[src/rtl/stopwatch_ctrl.sv]
// Start/stop/lap/clear control for the millisecond timer datapath: key debounce, FSM, rollover latch.
// Optional lap counter is compiled in with `define LAP_COUNTER_EN; otherwise lap_count is tied to 0.
module stopwatch_ctrl #(
    parameter int DEBOUNCE_MS = 20,
    parameter int LAP_W       = 4
) (
    input  logic             clk,
    input  logic             rst_n,
    input  logic             tick_1khz,
    input  logic             key_start_n,
    input  logic             key_lap_n,
    input  logic             key_clear_n,
    input  logic             timer_wrap,
    output logic             count_en,
    output logic             count_clr,
    output logic             display_hold,
    output logic             overflow,
    output logic [1:0]       state,
    output logic [LAP_W-1:0] lap_count
);

    localparam int CNT_W   = $clog2(DEBOUNCE_MS + 1);
    localparam int K_START = 0;
    localparam int K_LAP   = 1;
    localparam int K_CLEAR = 2;

    typedef enum logic [1:0] {
        S_IDLE  = 2'b00,
        S_RUN   = 2'b01,
        S_LAP   = 2'b10,
        S_PAUSE = 2'b11
    } state_e;

    logic [2:0]       key_raw;
    logic [2:0]       sync1_q, sync2_q;
    logic [2:0]       deb_q, deb_d;
    logic [2:0]       press;
    logic [CNT_W-1:0] cnt_q [3];
    logic [CNT_W-1:0] cnt_d [3];

    state_e state_q, state_d;
    logic   count_en_q, count_en_d;
    logic   count_clr_q, count_clr_d;
    logic   hold_q, hold_d;
    logic   overflow_q, overflow_d;
    logic   clr_act;

    assign key_raw = {key_clear_n, key_lap_n, key_start_n};

    // NOTE: every variable assigned in an always_comb gets a default first, so no path can infer a latch.
    always_comb begin
        for (int i = 0; i < 3; i++) begin
            deb_d[i] = deb_q[i];
            cnt_d[i] = '0;
            if (sync2_q[i] != deb_q[i]) begin
                cnt_d[i] = cnt_q[i];
                if (tick_1khz) begin
                    if (cnt_q[i] == CNT_W'(DEBOUNCE_MS - 1)) begin
                        deb_d[i] = sync2_q[i];
                        cnt_d[i] = '0;
                    end else begin
                        cnt_d[i] = cnt_q[i] + CNT_W'(1);
                    end
                end
            end
        end
        // A press is the debounced level falling; releases are not events.
        press = deb_q & ~deb_d;
    end

    always_comb begin
        state_d    = state_q;
        overflow_d = overflow_q;
        clr_act    = 1'b0;
        unique case (state_q)
            S_IDLE: begin
                if (press[K_CLEAR])      clr_act = 1'b1;
                else if (press[K_START]) state_d = S_RUN;
            end
            S_RUN: begin
                if (timer_wrap) begin
                    state_d    = S_PAUSE;
                    overflow_d = 1'b1;
                end else if (press[K_START]) state_d = S_PAUSE;
                else if (press[K_LAP])       state_d = S_LAP;
            end
            S_LAP: begin
                if (timer_wrap) begin
                    state_d    = S_PAUSE;
                    overflow_d = 1'b1;
                end else if (press[K_START]) state_d = S_PAUSE;
                else if (press[K_LAP])       state_d = S_RUN;
            end
            S_PAUSE: begin
                if (press[K_CLEAR]) begin
                    clr_act    = 1'b1;
                    overflow_d = 1'b0;
                    state_d    = S_IDLE;
                end else if (press[K_START]) state_d = S_RUN;
            end
            default: state_d = S_IDLE;
        endcase
        // Enable uses the pre-transition state; clear is only legal while stopped, so the two never overlap.
        count_en_d  = tick_1khz & ((state_q == S_RUN) | (state_q == S_LAP));
        count_clr_d = clr_act;
        hold_d      = (state_d == S_LAP);
    end

    // NOTE: sequential state is updated only with non-blocking assignments so every flop samples pre-edge values.
    always_ff @(posedge clk or negedge rst_n) begin
        if (!rst_n) begin
            sync1_q     <= '1;
            sync2_q     <= '1;
            deb_q       <= '1;
            for (int i = 0; i < 3; i++) cnt_q[i] <= '0;
            state_q     <= S_IDLE;
            count_en_q  <= 1'b0;
            count_clr_q <= 1'b0;
            hold_q      <= 1'b0;
            overflow_q  <= 1'b0;
        end else begin
            sync1_q     <= key_raw;
            sync2_q     <= sync1_q;
            deb_q       <= deb_d;
            for (int i = 0; i < 3; i++) cnt_q[i] <= cnt_d[i];
            state_q     <= state_d;
            count_en_q  <= count_en_d;
            count_clr_q <= count_clr_d;
            hold_q      <= hold_d;
            overflow_q  <= overflow_d;
        end
    end

`ifdef LAP_COUNTER_EN
    logic [LAP_W-1:0] lap_cnt_q, lap_cnt_d;
    logic             lap_inc;

    assign lap_inc = (state_q == S_RUN) && (state_d == S_LAP);

    always_comb begin
        lap_cnt_d = lap_cnt_q;
        if (clr_act)                             lap_cnt_d = '0;
        else if (lap_inc && (lap_cnt_q != '1))   lap_cnt_d = lap_cnt_q + LAP_W'(1);
    end

    always_ff @(posedge clk or negedge rst_n) begin
        if (!rst_n) lap_cnt_q <= '0;
        else        lap_cnt_q <= lap_cnt_d;
    end

    assign lap_count = lap_cnt_q;
`else
    assign lap_count = '0;
`endif

    assign count_en     = count_en_q;
    assign count_clr    = count_clr_q;
    assign display_hold = hold_q;
    assign overflow     = overflow_q;
    assign state        = state_q;

endmodule

[config.mk]
export PLATFORM = sky130hd
export DESIGN_NAME = stopwatch_ctrl
export DESIGN_NICKNAME = d
export VERILOG_FILES = /design/src/rtl/stopwatch_ctrl.sv
export SDC_FILE = /design/constraint.sdc
export NUM_CORES = 1
export LEC_CHECK = 0
export CAP_MARGIN = 20
export CORE_MARGIN = 3
export CORE_UTILIZATION = 48
export DETAILED_ROUTE_END_ITERATION = 7
export PLACE_DENSITY = 0.7
export RECOVER_POWER = 25
export SLEW_MARGIN = 10
export SYNTH_ARGS = -nofsm -noshare
export SYNTH_HDL_FRONTEND = slang
export SYNTH_SLANG_ARGS = --single-unit
export TNS_END_PERCENT = 100
[constraint.sdc]
create_clock -name clk -period 2 [get_ports clk]
set_input_delay 0.5 -clock clk [delete_from_list [all_inputs] [get_ports clk]]
set_output_delay 0.5 -clock clk [all_outputs]
set_load 0.005 [all_outputs]
* Word-level counts from Yosys, hierarchy flattened
Cells that the tools add are included.
** Storage, ports and cells
- Register bits :: 30
- Input bits :: 7
- Output and inout bits :: 10
- Word-level logic and storage cells :: 71
** Operators by class
- $add $sub $neg :: 3
- Eq/ne operators :: 15
- Muxes and demuxes :: 33
- Bitwise gates (word level) :: 4
- Reduce and logical (&&, ||, !) cells :: 5
** Operators with widths (count)
- 5-bit 2-to-1 mux :: 9
- 2-bit 2-to-1 mux :: 9
- 5-bit by 1-bit adder with 5-bit output, second input constant :: 3
- 5-bit == test, second input constant :: 3
- 1-bit 2-to-1 mux :: 13
- 2-bit != test, second input constant :: 4
- 2-bit one-hot mux with 4 select lines :: 1
- 2-bit == test, second input constant :: 3
- 2-bit OR reduction :: 2
- 3-bit AND :: 1
- 1-bit != test :: 3
- 3-bit inverter :: 1
- 3-bit AND reduction :: 1
- 2-bit by 1-bit == test with 1-bit output, second input constant :: 1
- 2-bit logical NOT :: 1
- 2-bit by 1-bit != test with 1-bit output, second input constant :: 1
- 1-bit one-hot mux with 2 select lines :: 1
- 2-bit nonzero test :: 1
- 1-bit AND :: 1
- 1-bit bitwise OR :: 1

* Longest topological paths before layout
Gate-level depths: netlist of the first run.
- Depth in word-level cells :: 11
- Mapped depth :: 6
- Depth with buffers taken out :: 6

* Worst setup path after synthesis of the first run
Ideal clock, no wire load.
- Path kind :: register to register
- From :: reg cnt_q[0] (netlist bit)
- To :: reg hold_q, in the netlist display_hold
- Data arrival time :: 1.605 ns
- Required time :: 1.927 ns
- Setup slack :: 0.322 ns
- Stages on the path, launching flop included :: 7
- Buffers on the path :: 0
- Clock period less this slack :: 1.678 ns
- Cells stage by stage :: dfrtp_1 > ha_1 > and4bb_2 > nand4b_1 > a41oi_1 > a221o_1 > a21oi_2
** On the way
- Longest elaborated chain between the ends :: 9
** Ends and longest elaborated chain
- start, declared :: line 38 : logic [CNT_W-1:0] cnt_q [3];
- 5-bit == test (*) :: line 58 : if (cnt_q[i] == CNT_W'(DEBOUNCE_MS - 1)) begin
- 1-bit 2-to-1 mux (*) :: line 58
- 1-bit 2-to-1 mux (*) :: line 57 : if (tick_1khz) begin
- 1-bit 2-to-1 mux (*) :: line 55 : if (sync2_q[i] != deb_q[i]) begin
- 3-bit inverter (*) :: line 68 : press = deb_q & ~deb_d;
- 3-bit AND (*) :: line 68
- 2-bit 2-to-1 mux (on tied branches) :: line 95, 77
- 2-bit one-hot mux with 4 select lines (*) :: line 75 : unique case (state_q)
- 2-bit == test (*) :: line 106 : hold_d = (state_d == S_LAP);
- named net hold_d :: line 44 : logic hold_q, hold_d;
- end signal, assigned :: line 129 : hold_q <= hold_d;
- end, declared :: line 44
The timed path passes the listed nets; every way through them passes the cells marked *.
A chain may end at the register's enable or synchronous reset.

* Worst setup path after layout of the first run
- From :: reg state_q[1], in the netlist state[1]
- To :: out state[1]
** RTL lines
- start, declared :: line 41 : state_e state_q, state_d;
- start signal, assigned :: line 126 : state_q <= state_d;
- end, declared :: line 18 : output logic [1:0] state,
No word-level cell between the ends.

==> qor.txt, run 1 <==
Initial DRC Count = 13
Die Width = 62.2 microns
WL per Instance = 12.8 microns
Routed wl met2 = 1.21 mm
FF-to-FF Start = cnt_q[10]$_DFFE_PN0P_
Most frequent cell after synthesis = dfrtp_1
Final setup TNS = 0 ps
First-pass GRT wire length = 4.77 mm
Worst Path Required = 1500 ps
CTS tree = done
Skew final = 5.94 ps
Status = finished, final reports clean
Layout cell share with drive strength beyond 1 = 17.6%
Setup violations, final = 0
Yosys Warn Count = 0
Drt total wl = 2.64 mm
P per Cell Area = 616 mW/mm^2
Number of flops mapped to enable cells by yosys = 0
Synth area leaders = dfrtp_1 (35%), dfstp_2 (16%), ha_1 (5.8%), a21oi_1 (3.6%), nor2b_1 (3.3%)
Setup Buffers After CTS = 0
Largest net degree at the start of global routing = 31
Cell depth of the worst setup path = 1
DRC viols = 0
CP max stage delay = 550 ps
Max FO, Critical Path = 7
Mean post-synth cell area = 10.6 sq um
Diode count = 0
Min Tclk post-route = 1850 ps
Cts repair resizes = 0
Gr usage total = 15.5%
H-tree depth = 2
Prevailing post-synth register cell = dfrtp_1
Hold Buf Count CTS = 0
Post-route ant nets = 0
Crit path max-delay cell type = clkdlybuf4s50_1
WL met1 = 1.27 mm
Port bufs = 12
Via count = 1086
Synth top cells by count = dfrtp_1 (21), nor2_1 (12), a21oi_1 (11)
Latest clock arrival within the worst-skew pair = 320 ps
Fmax = 541 MHz
Initial antenna violation count = 0
Dpl hpwl = 1.93 mm
Max-Cap Viols = 0
Seq/Total Area, Yosys = 50.3%
FF-to-FF path depth = 6
Hold path start = sync1_q[1]$_DFF_PN1_
Cells along the critical path = clkdlybuf4s50_1
Die Y = 62.2 microns
Global route overflow = 0
CTS Buf Count = 5
Layout Nets = 178
Critical path arrival = 1350 ps
Final period utilization = 92.4%
WS Path Type = reg -> out
Buf/Inv on CP = 1
Vias in the first global route = 1099
Clk slew on worst S/H paths = 90 ps
Max-slew violations = 0
Share of the synthesized area in the top cell type = 34.7%
Power after layout = 1080 uW
Area grow syn2layout = 15.9%
Critical Path Source = state[1]$_DFF_PN0_
Critical path's top delay family = buffers and inverters
Worst vdd ir = 0.441 mV
Final hold vios = 0
Yosys reg bits = 30
Leakage = 0.000760 uW
Slew margin rel. = 51.7%
Post-Syn Area = 0.00152 sq mm
Unrepaired setup endpoints after global routing = false
Full die area = 0.00387 sq mm
Uppermost layer routed = met4
Startpoint types = register
Row count = 19
Vias per cell = 5.25
Placer Congestion = 0.735
Hold path depth = 0
CTS Buffer Depth = 2
Routed wire length on met3 = 125 microns
Cell variety after synth = 37
Post-synthesis async set-or-reset flop share = 100%
Sinks on Clock Net = 30
Core area = 0.00288 sq mm
Root buf cell = clkbuf_4
Critical path capture point type = output port
Cells after Synth = 143
I/O Pins = 17
Class of the worst hold path = reg -> reg
Actual slew at the worst max-slew pin = 724 ps
Drt pass-1 iters = 2
Synth area leader = dfrtp_1
Final Util = 61.0%
Starting Density = 52.7%
Filler cells = 237
-- final cells by class --
type	count	area, sq um	area share (%)
Sequential cell	30	762	43.4
Multi-Input combinational cell	105	707	40.3
Timing Repair Buffer	17	155	8.84
Clock buffer	7	55.1	3.14
Tap cell	42	52.6	2.99
Inverter	5	18.8	1.07
Clock inverter	1	5.00	0.285
-- path summary, 6_finish.rpt --
check,end,slack (ps)
worst min-delay path,sync2_q[1]$_DFF_PN1_,360
max in group asynchronous,cnt_q[14]$_DFFE_PN0P_,780
worst max register to register,display_hold$_DFF_PN0_,170
worst min register to register,sync2_q[1]$_DFF_PN1_,360
min in group asynchronous,count_en$_DFF_PN0_,750
worst max-delay path,state[1],150
-- stage by stage --
| step | worst slack (ps) | hold slack, ps | cells | area (sq um) |
|---|---|---|---|---|
| global placement | -34.3 | 346 | 199 | 1700 |
| CTS | 137 | 360 | 207 | 1760 |
| floorplan | 322 | 204 | 146 | 1530 |
| finish | 152 | 360 | 207 | 1760 |
| global route | 55.9 | 366 | 207 | 1760 |
| detailed placement | -80.9 | 347 | 199 | 1700 |
-- per-layer routing --
layer / vias to the layer above / global-route usage [%]
li1: 540 / -
met1: 518 / 17.6
met2: 22 / 25.8
met3: 6 / 5.95
met4: 0 / 6.91
met5: - / 0
-- cells in the final DEF, fill, tap and decap left out, types with 2 or more instances in the layout --
cell type / synthesis / final
dfrtp_1: 21 / 21
nor2_1: 12 / 12
a21oi_1: 11 / 11
nand2_1: 9 / 9
dfstp_2: 9 / 9
nor2b_1: 8 / 8
o21ai_0: 8 / 8
clkdlybuf4s50_1: 0 / 8
ha_1: 7 / 7
inv_1: 5 / 5
nor3_1: 5 / 5
clkbuf_4: 0 / 5
nor3b_1: 4 / 4
nand4_1: 4 / 4
conb_1: 1 / 4
dlygate4sd3_1: 0 / 4
buf_4: 4 / 4
mux2_2: 3 / 3
xnor2_1: 3 / 3
mux2i_1: 3 / 3
xor2_1: 3 / 3
nand3_1: 2 / 2
nand4b_1: 2 / 2
a41oi_1: 2 / 2
o31ai_1: 2 / 2
-- registers in the layout, indices dropped and copies added, names as in the netlist --
signal / count
state: 2
sync1_q: 3
sync2_q: 3
deb_q: 3
display_hold: 1
count_clr: 1
cnt_q: 15
overflow: 1
count_en: 1
-- power breakdown --
part | switching [uW] | internal [uW] | leakage (uW) | total, uW
sequential | 13.9 | 627 | 0.000378 | 641
combinational | 39.7 | 29.5 | 0.000347 | 69.2
clock | 201 | 170 | 0.0000353 | 371
-- cell families after synthesis --
logic type | count (synthesis) | synth area share, %
AO/OA/AOI/OAI | 30 | 12.7
XOR/XNOR | 6 | 3.47
adder cells (fa/ha/maj) | 7 | 5.78
buffers and inverters | 11 | 3.80
flip-flops | 30 | 50.3
multiplexers | 6 | 4.21
other | 1 | 0.247
AND/OR/NAND/NOR | 52 | 19.5
No activity file was read; power rests on OpenSTA's default activity.
==> inputs of run 2 (changes only) <==
--- a/config.mk
+++ b/config.mk
@@ -5,7 +5,6 @@
 export SDC_FILE = /design/constraint.sdc
 export NUM_CORES = 1
 export LEC_CHECK = 0
-export CAP_MARGIN = 20
 export CORE_MARGIN = 3
 export CORE_UTILIZATION = 48
 export DETAILED_ROUTE_END_ITERATION = 7
==> results of run 2 <==
Final layout, timing and power as in run 1 (identical DEF).
